===== config.mk =====
export PLATFORM = sky130hd
export DESIGN_NAME = dsp_mac_multich
export DESIGN_NICKNAME = d
export VERILOG_FILES = /design/src/rtl/dsp_mac_multich.sv
export SDC_FILE = /design/constraint.sdc
export NUM_CORES = 2
export LEC_CHECK = 0
export CAP_MARGIN = 20
export CORE_MARGIN = 2
export CORE_UTILIZATION = 35
export DETAILED_ROUTE_END_ITERATION = 10
export GPL_TIMING_DRIVEN = 0
export MAX_ROUTING_LAYER = met4
export SETUP_SLACK_MARGIN = 0.3
export SLEW_MARGIN = 20
export SYNTH_ARGS = -nofsm -noshare
export SYNTH_HDL_FRONTEND = slang
export SYNTH_SLANG_ARGS = --single-unit

===== constraint.sdc =====
create_clock -name clk -period 32.4 [get_ports clk]
set_input_delay 4.86 -clock clk [delete_from_list [all_inputs] [get_ports clk]]
set_output_delay 4.86 -clock clk [all_outputs]
set_load 0.01 [all_outputs]

===== src/rtl/dsp_mac_multich.sv =====
// Multi-channel MAC slice: pre-adder, signed multiplier and post-adder in a
// three-stage valid-tagged pipe, with per-channel accumulators and optional saturation.
module dsp_mac_multich #(
    parameter int AW     = 18,
    parameter int BW     = 18,
    parameter int PW     = 48,
    parameter int CH     = 4,
    parameter int CHW    = (CH > 1) ? $clog2(CH) : 1,
    parameter int SAT_EN = 1
) (
    input  logic                 clk,
    input  logic                 RST,
    input  logic                 CE,
    input  logic                 in_valid,
    input  logic [CHW-1:0]       in_ch,
    input  logic [AW-1:0]        A,
    input  logic [BW-1:0]        B,
    input  logic [BW-1:0]        D,
    input  logic [PW-1:0]        C,
    input  logic [PW-1:0]        PCIN,
    input  logic                 pre_en,
    input  logic                 pre_sub,
    input  logic                 post_sub,
    input  logic [1:0]           zsel,
    input  logic                 cin,
    input  logic                 acc_clr,
    output logic [AW+BW-1:0]     M,
    output logic [PW-1:0]        P,
    output logic [CHW-1:0]       P_ch,
    output logic                 P_valid,
    output logic                 CARRYOUT,
    output logic                 OVF
);

    localparam int MW = AW + BW;

    // Stage 1 registers
    logic [AW-1:0]  a_s1_reg;
    logic [BW-1:0]  b_s1_reg, d_s1_reg;
    logic [PW-1:0]  c_s1_reg, pcin_s1_reg;
    logic           pre_en_s1_reg, pre_sub_s1_reg, post_sub_s1_reg, cin_s1_reg, valid_s1_reg;
    logic [1:0]     zsel_s1_reg;
    logic [CHW-1:0] ch_s1_reg;

    // Stage 2 registers
    logic [MW-1:0]  m_reg;
    logic [PW-1:0]  c_s2_reg, pcin_s2_reg;
    logic           post_sub_s2_reg, cin_s2_reg, valid_s2_reg;
    logic [1:0]     zsel_s2_reg;
    logic [CHW-1:0] ch_s2_reg;

    logic [PW-1:0]  acc_reg [CH];

    // Stage 2 combinational: pre-adder wraps to BW bits, then full-width signed product
    logic [BW-1:0]  pre_sum;
    logic [BW-1:0]  mul_op;
    logic [MW-1:0]  prod;

    always_comb begin
        pre_sum = pre_sub_s1_reg ? (d_s1_reg - b_s1_reg) : (d_s1_reg + b_s1_reg);
        mul_op  = pre_en_s1_reg ? pre_sum : b_s1_reg;
        prod    = MW'($signed({{BW{a_s1_reg[AW-1]}}, a_s1_reg}) *
                      $signed({{AW{mul_op[BW-1]}}, mul_op}));
    end

    // Stage 3 combinational: Z mux, post-adder, overflow and clamp
    logic           ch_ok;
    logic [PW-1:0]  acc_sel;
    logic [PW-1:0]  z_val;
    logic [PW-1:0]  m_ext;
    logic [PW+1:0]  z_w, m_w, cin_w, sum_w;
    logic           ovf;
    logic           carry;
    logic [PW-1:0]  p_final;

    always_comb begin
        ch_ok   = (int'(ch_s2_reg) < CH);
        acc_sel = '0;
        for (int i = 0; i < CH; i++) begin
            if (int'(ch_s2_reg) == i) begin
                acc_sel = acc_reg[i];
            end
        end

        case (zsel_s2_reg)
            2'd0:    z_val = '0;
            2'd1:    z_val = c_s2_reg;
            2'd2:    z_val = ch_ok ? acc_sel : '0;
            default: z_val = pcin_s2_reg;
        endcase

        m_ext = {{(PW-MW){m_reg[MW-1]}}, m_reg};
        z_w   = {{2{z_val[PW-1]}}, z_val};
        m_w   = {{2{m_ext[PW-1]}}, m_ext};
        cin_w = {{(PW+1){1'b0}}, cin_s2_reg};
        sum_w = post_sub_s2_reg ? (z_w - m_w - cin_w) : (z_w + m_w + cin_w);

        // Exact signed result fits PW+2 bits; overflow when the top three bits disagree.
        ovf = (sum_w[PW+1] != sum_w[PW-1]) || (sum_w[PW] != sum_w[PW-1]);

        // Sign- vs zero-extension of the operands differs only by multiples of 2^PW,
        // so the unsigned PW+1-bit carry/borrow is bit PW with both sign bits folded out.
        carry = sum_w[PW] ^ z_val[PW-1] ^ m_ext[PW-1];

        if (ovf && (SAT_EN != 0)) begin
            p_final = sum_w[PW+1] ? {1'b1, {(PW-1){1'b0}}} : {1'b0, {(PW-1){1'b1}}};
        end else begin
            p_final = sum_w[PW-1:0];
        end
    end

    always_ff @(posedge clk or posedge RST) begin
        if (RST) begin
            a_s1_reg        <= '0;
            b_s1_reg        <= '0;
            d_s1_reg        <= '0;
            c_s1_reg        <= '0;
            pcin_s1_reg     <= '0;
            pre_en_s1_reg   <= 1'b0;
            pre_sub_s1_reg  <= 1'b0;
            post_sub_s1_reg <= 1'b0;
            cin_s1_reg      <= 1'b0;
            valid_s1_reg    <= 1'b0;
            zsel_s1_reg     <= '0;
            ch_s1_reg       <= '0;
            m_reg           <= '0;
            c_s2_reg        <= '0;
            pcin_s2_reg     <= '0;
            post_sub_s2_reg <= 1'b0;
            cin_s2_reg      <= 1'b0;
            valid_s2_reg    <= 1'b0;
            zsel_s2_reg     <= '0;
            ch_s2_reg       <= '0;
            P               <= '0;
            P_ch            <= '0;
            P_valid         <= 1'b0;
            CARRYOUT        <= 1'b0;
            OVF             <= 1'b0;
            for (int i = 0; i < CH; i++) begin
                acc_reg[i] <= '0;
            end
        end else if (CE) begin
            a_s1_reg        <= A;
            b_s1_reg        <= B;
            d_s1_reg        <= D;
            c_s1_reg        <= C;
            pcin_s1_reg     <= PCIN;
            pre_en_s1_reg   <= pre_en;
            pre_sub_s1_reg  <= pre_sub;
            post_sub_s1_reg <= post_sub;
            cin_s1_reg      <= cin;
            valid_s1_reg    <= in_valid;
            zsel_s1_reg     <= zsel;
            ch_s1_reg       <= in_ch;

            m_reg           <= prod;
            c_s2_reg        <= c_s1_reg;
            pcin_s2_reg     <= pcin_s1_reg;
            post_sub_s2_reg <= post_sub_s1_reg;
            cin_s2_reg      <= cin_s1_reg;
            valid_s2_reg    <= valid_s1_reg;
            zsel_s2_reg     <= zsel_s1_reg;
            ch_s2_reg       <= ch_s1_reg;

            P_valid <= valid_s2_reg;
            if (valid_s2_reg) begin
                P        <= p_final;
                P_ch     <= ch_s2_reg;
                CARRYOUT <= carry;
                OVF      <= ovf;
            end

            // A clear wins over a same-edge result write-back
            for (int i = 0; i < CH; i++) begin
                if (acc_clr) begin
                    acc_reg[i] <= '0;
                end else if (valid_s2_reg && ch_ok && (int'(ch_s2_reg) == i)) begin
                    acc_reg[i] <= p_final;
                end
            end
        end
    end

    assign M = m_reg;

endmodule


==> metrics.yaml <==
route:
  drt_iter0_drc: 3000
  ant_nets: 0
  route.detailed.drc: 0
  wl_per_cell_um: 22.9
  dr.pass1.iters: 6
  vias_per_cell: 5.29
  vias: 33500
  wirelength_mm: 145
worst_setup_path:
  cp-end-kind: "flop"
  cp_data_arrival_time_ns: 12.38
  cp_slowest_cell: "a31oi_1"
  required_ns: 32.92
  path_buf_inv: 6
  crit_end: "M[35]"
  cp.depth: 36
  startpoint: "pre_sub_s1_reg"
  cp_slowest_stage_delay_ns: 0.79
  crit_type: "reg -> reg"
  cp-start-kind: "flop"
  path_common_cell: "fa_1"
  r2r_cells: 36
  r2r_slack_ns: 20.54
  r2r_end: "M[35]"
  cp_top_family: "compound AO/OA/AOI/OAI gates"
  crit_fanout: 10
  r2r_start: "pre_sub_s1_reg"
placement:
  dp_hpwl_mm: 116
  routabilityCongestion: 0.974
  dp_cells: 6221
  port-buffer-count: 251
  post-place-ws_ns: 20.78
floorplanning:
  die-area_um2: 125000
  die_y_um: 353
  core_area_um2: 121000
  rows: 128
  initial_core_util_pct: 35.2
  ios: 252
  die_w_um: 353
final_layout:
  instances_no_fill: 6337
  largest_register_ffs: 192
  regArea_um2: 13600
  area_growth_pct: 16.2
  n_fill_cell: 12100
  drive_gt1_share_pct: 12.4
  final_nets: 5407
  multiInputGateArea_um2: 26400
clock_tree:
  clkLatencyLatePin_ns: 0.69
  cts_setup_buffers: 0
  holdBufCountCts: 0
  cts_max_level: 2
  cts_tree: "yes"
  ctsLongestPathBuffers: 3
  clock-root-buffer: "clkbuf_16"
  clock_sinks: 543
  clkTransAtPathRegs_ns: 0.06
  cts-resized-gates: 0
  numCtsBuffers: 60
global_routing:
  grt_max_degree: 101
  grt_pass1_vias: 34300
  antenna_found_initial: 9
  globalRouteOverflowTotal: 0
  track_usage_pct: 23.9
  grt_pass1_wl_mm: 220
sta:
  min_period_over_period_pct: 36.6
  relSlewSlack_pct: 16.2
  final_max_slew_viol_count: 0
  finalHoldViolCount: 0
  fmax_mhz: 84.3
  skew_ns: 0.0250
  worst_pin_slew_ns: 1.25
  fin_ws_ns: 20.54
  setup_tns_ns: 0
  post-route-min-period_ns: 11.86
  rsz0062_at_grt: "false"
  setup_viol: 0
logic_synthesis:
  ys_seq_area_share_pct: 31.8
  synthArstFlopShare_pct: 100
  ys_warn_count: 0
  synth_flop_cell: "dfrtp_1"
  synth_seq_cells: 543
  synthCells: 4336
  syn_area_per_cell_um2: 9.86
  synth.distinct_cells: 85
  synth_area_um2: 42700
  syn-num-nets: 5083
  synth-edff-count: 0
min_path:
  hold_path_class: "reg -> reg"
status:
  status: "completed"
job:
  cap_violations: 0
[cells by family (layout without fill, tap and decap cells)]
kind of cell / after synthesis / in the layout / synth area share (%)
other: 0 / 1 / 0
buffers and inverters: 728 / 1103 / 6.49
muxes: 446 / 446 / 11.7
AOI/OAI and AO/OA: 863 / 863 / 13.0
and+or+nand+nor: 1025 / 1025 / 11.0
adders and majority gates: 584 / 584 / 23.0
xor gates and xnor gates: 147 / 147 / 3.01
DFF: 543 / 543 / 31.8
[worst reg2reg max path, delay by kind of cell (launching register included)]
family                   cells  cell delay, ns
XOR/XNOR                     1            0.30
flip-flops                   1            0.32
buffers and inverters        6            1.47
AND/OR/NAND/NOR              5            1.19
multiplexers                 1            0.23
adder cells (fa/ha/maj)      8            3.69
AO/OA/AOI/OAI               15            4.51
[layout make-up]
| type | count | area share [%] |
|---|---|---|
| multi-input combinational | 3065 | 53.2 |
| inverter | 506 | 3.84 |
| clock buffer | 84 | 3.53 |
| timing repair buffer | 262 | 5.43 |
| sequential | 543 | 27.4 |
| clock inverter | 29 | 0.811 |
| tap | 1625 | 4.09 |
| buffer | 222 | 1.77 |
| antenna | 1 | 0.00504 |
[per-layer routing]
metal / share of wire (%) / track usage [%] / vias to the layer above
met5: 0 / - / -
met4: 2.8 / 6.43 / 0
met3: 6.5 / 3.08 / 168
met2: 44 / 35.5 / 1047
met1: 47 / 34.4 / 17100
li1: - / - / 15200
[cell usage in the layout (no fill, tap or decap), types with 37 or more instances in the layout]
master             n
dfrtp_1          542
clkbuf_16         60
mux2_2           391
o21ai_0          256
nor2b_1           52
buf_1             37
nor3_1            38
nor2_1           189
and2_1            98
mux2i_1           51
ha_1             249
a22o_1           112
inv_1            505
a21oi_1          212
xor2_1            37
a21o_1            51
clkbuf_1         168
clkdlybuf4s50_1  251
nand2_1          490
xnor2_1          110
fa_1             335
[synthesized netlist by cell type (all sizes together), types with 6 or more instances]
cell type	number	area, um^2
nor2b	52	325
o22ai	6	37.5
a21oi	215	1080
o221ai	6	52.6
o211a	6	60.1
nor3b	7	52.6
a21boi	12	90.1
clkbuf	164	616
a31oi	19	119
xor2	37	324
mux2	391	4400
nor2	191	722
o211ai	18	135
fa	335	6710
and3	14	87.6
o21bai	16	120
inv	506	1900
ha	249	3120
and4	8	70.1
a21o	51	383
nand4	18	113
o21ai	267	1340
and2	99	619
o31ai	24	190
nand3	30	150
or3	12	75.1
mux2i	52	521
nor3	38	190
or2	15	93.8
a211oi	37	300
a22o	112	981
dfrtp	543	13600
o21a	22	165
a211o	6	52.6
buf	58	258
nand2	490	1840
xnor2	110	963
nand2b	27	169
[worst min-delay path by stage]
stage | cells after the start | start | endpoint | slack (ns)
after global routing | 2 | acc_reg[102] | acc_reg[102] | 0.50
after global placement | 2 | acc_reg[42] | acc_reg[42] | 0.46
final | 2 | CARRYOUT | CARRYOUT | 0.47
after detailed placement | 2 | CARRYOUT | CARRYOUT | 0.46
after CTS | 2 | CARRYOUT | CARRYOUT | 0.48
after floorplan | 2 | acc_reg[12] | acc_reg[12] | 0.44
[per-stage QoR]
| stage | util, % | hold WS, ns | cell area (um^2) |
|---|---|---|---|
| final | 40.9 | 0.468 | 49700 |
| after global routing | 40.9 | 0.496 | 49700 |
| after CTS | 40.9 | 0.476 | 49600 |
| after detailed placement | 39.1 | 0.461 | 47500 |
| after global placement | 38.9 | 0.456 | 47300 |
| after floorplan | - | 0.444 | 42700 |
Power is left out: the tool's default activity adds up to more than one toggle a clock period on the data nets, which glitch-free logic cannot reach.
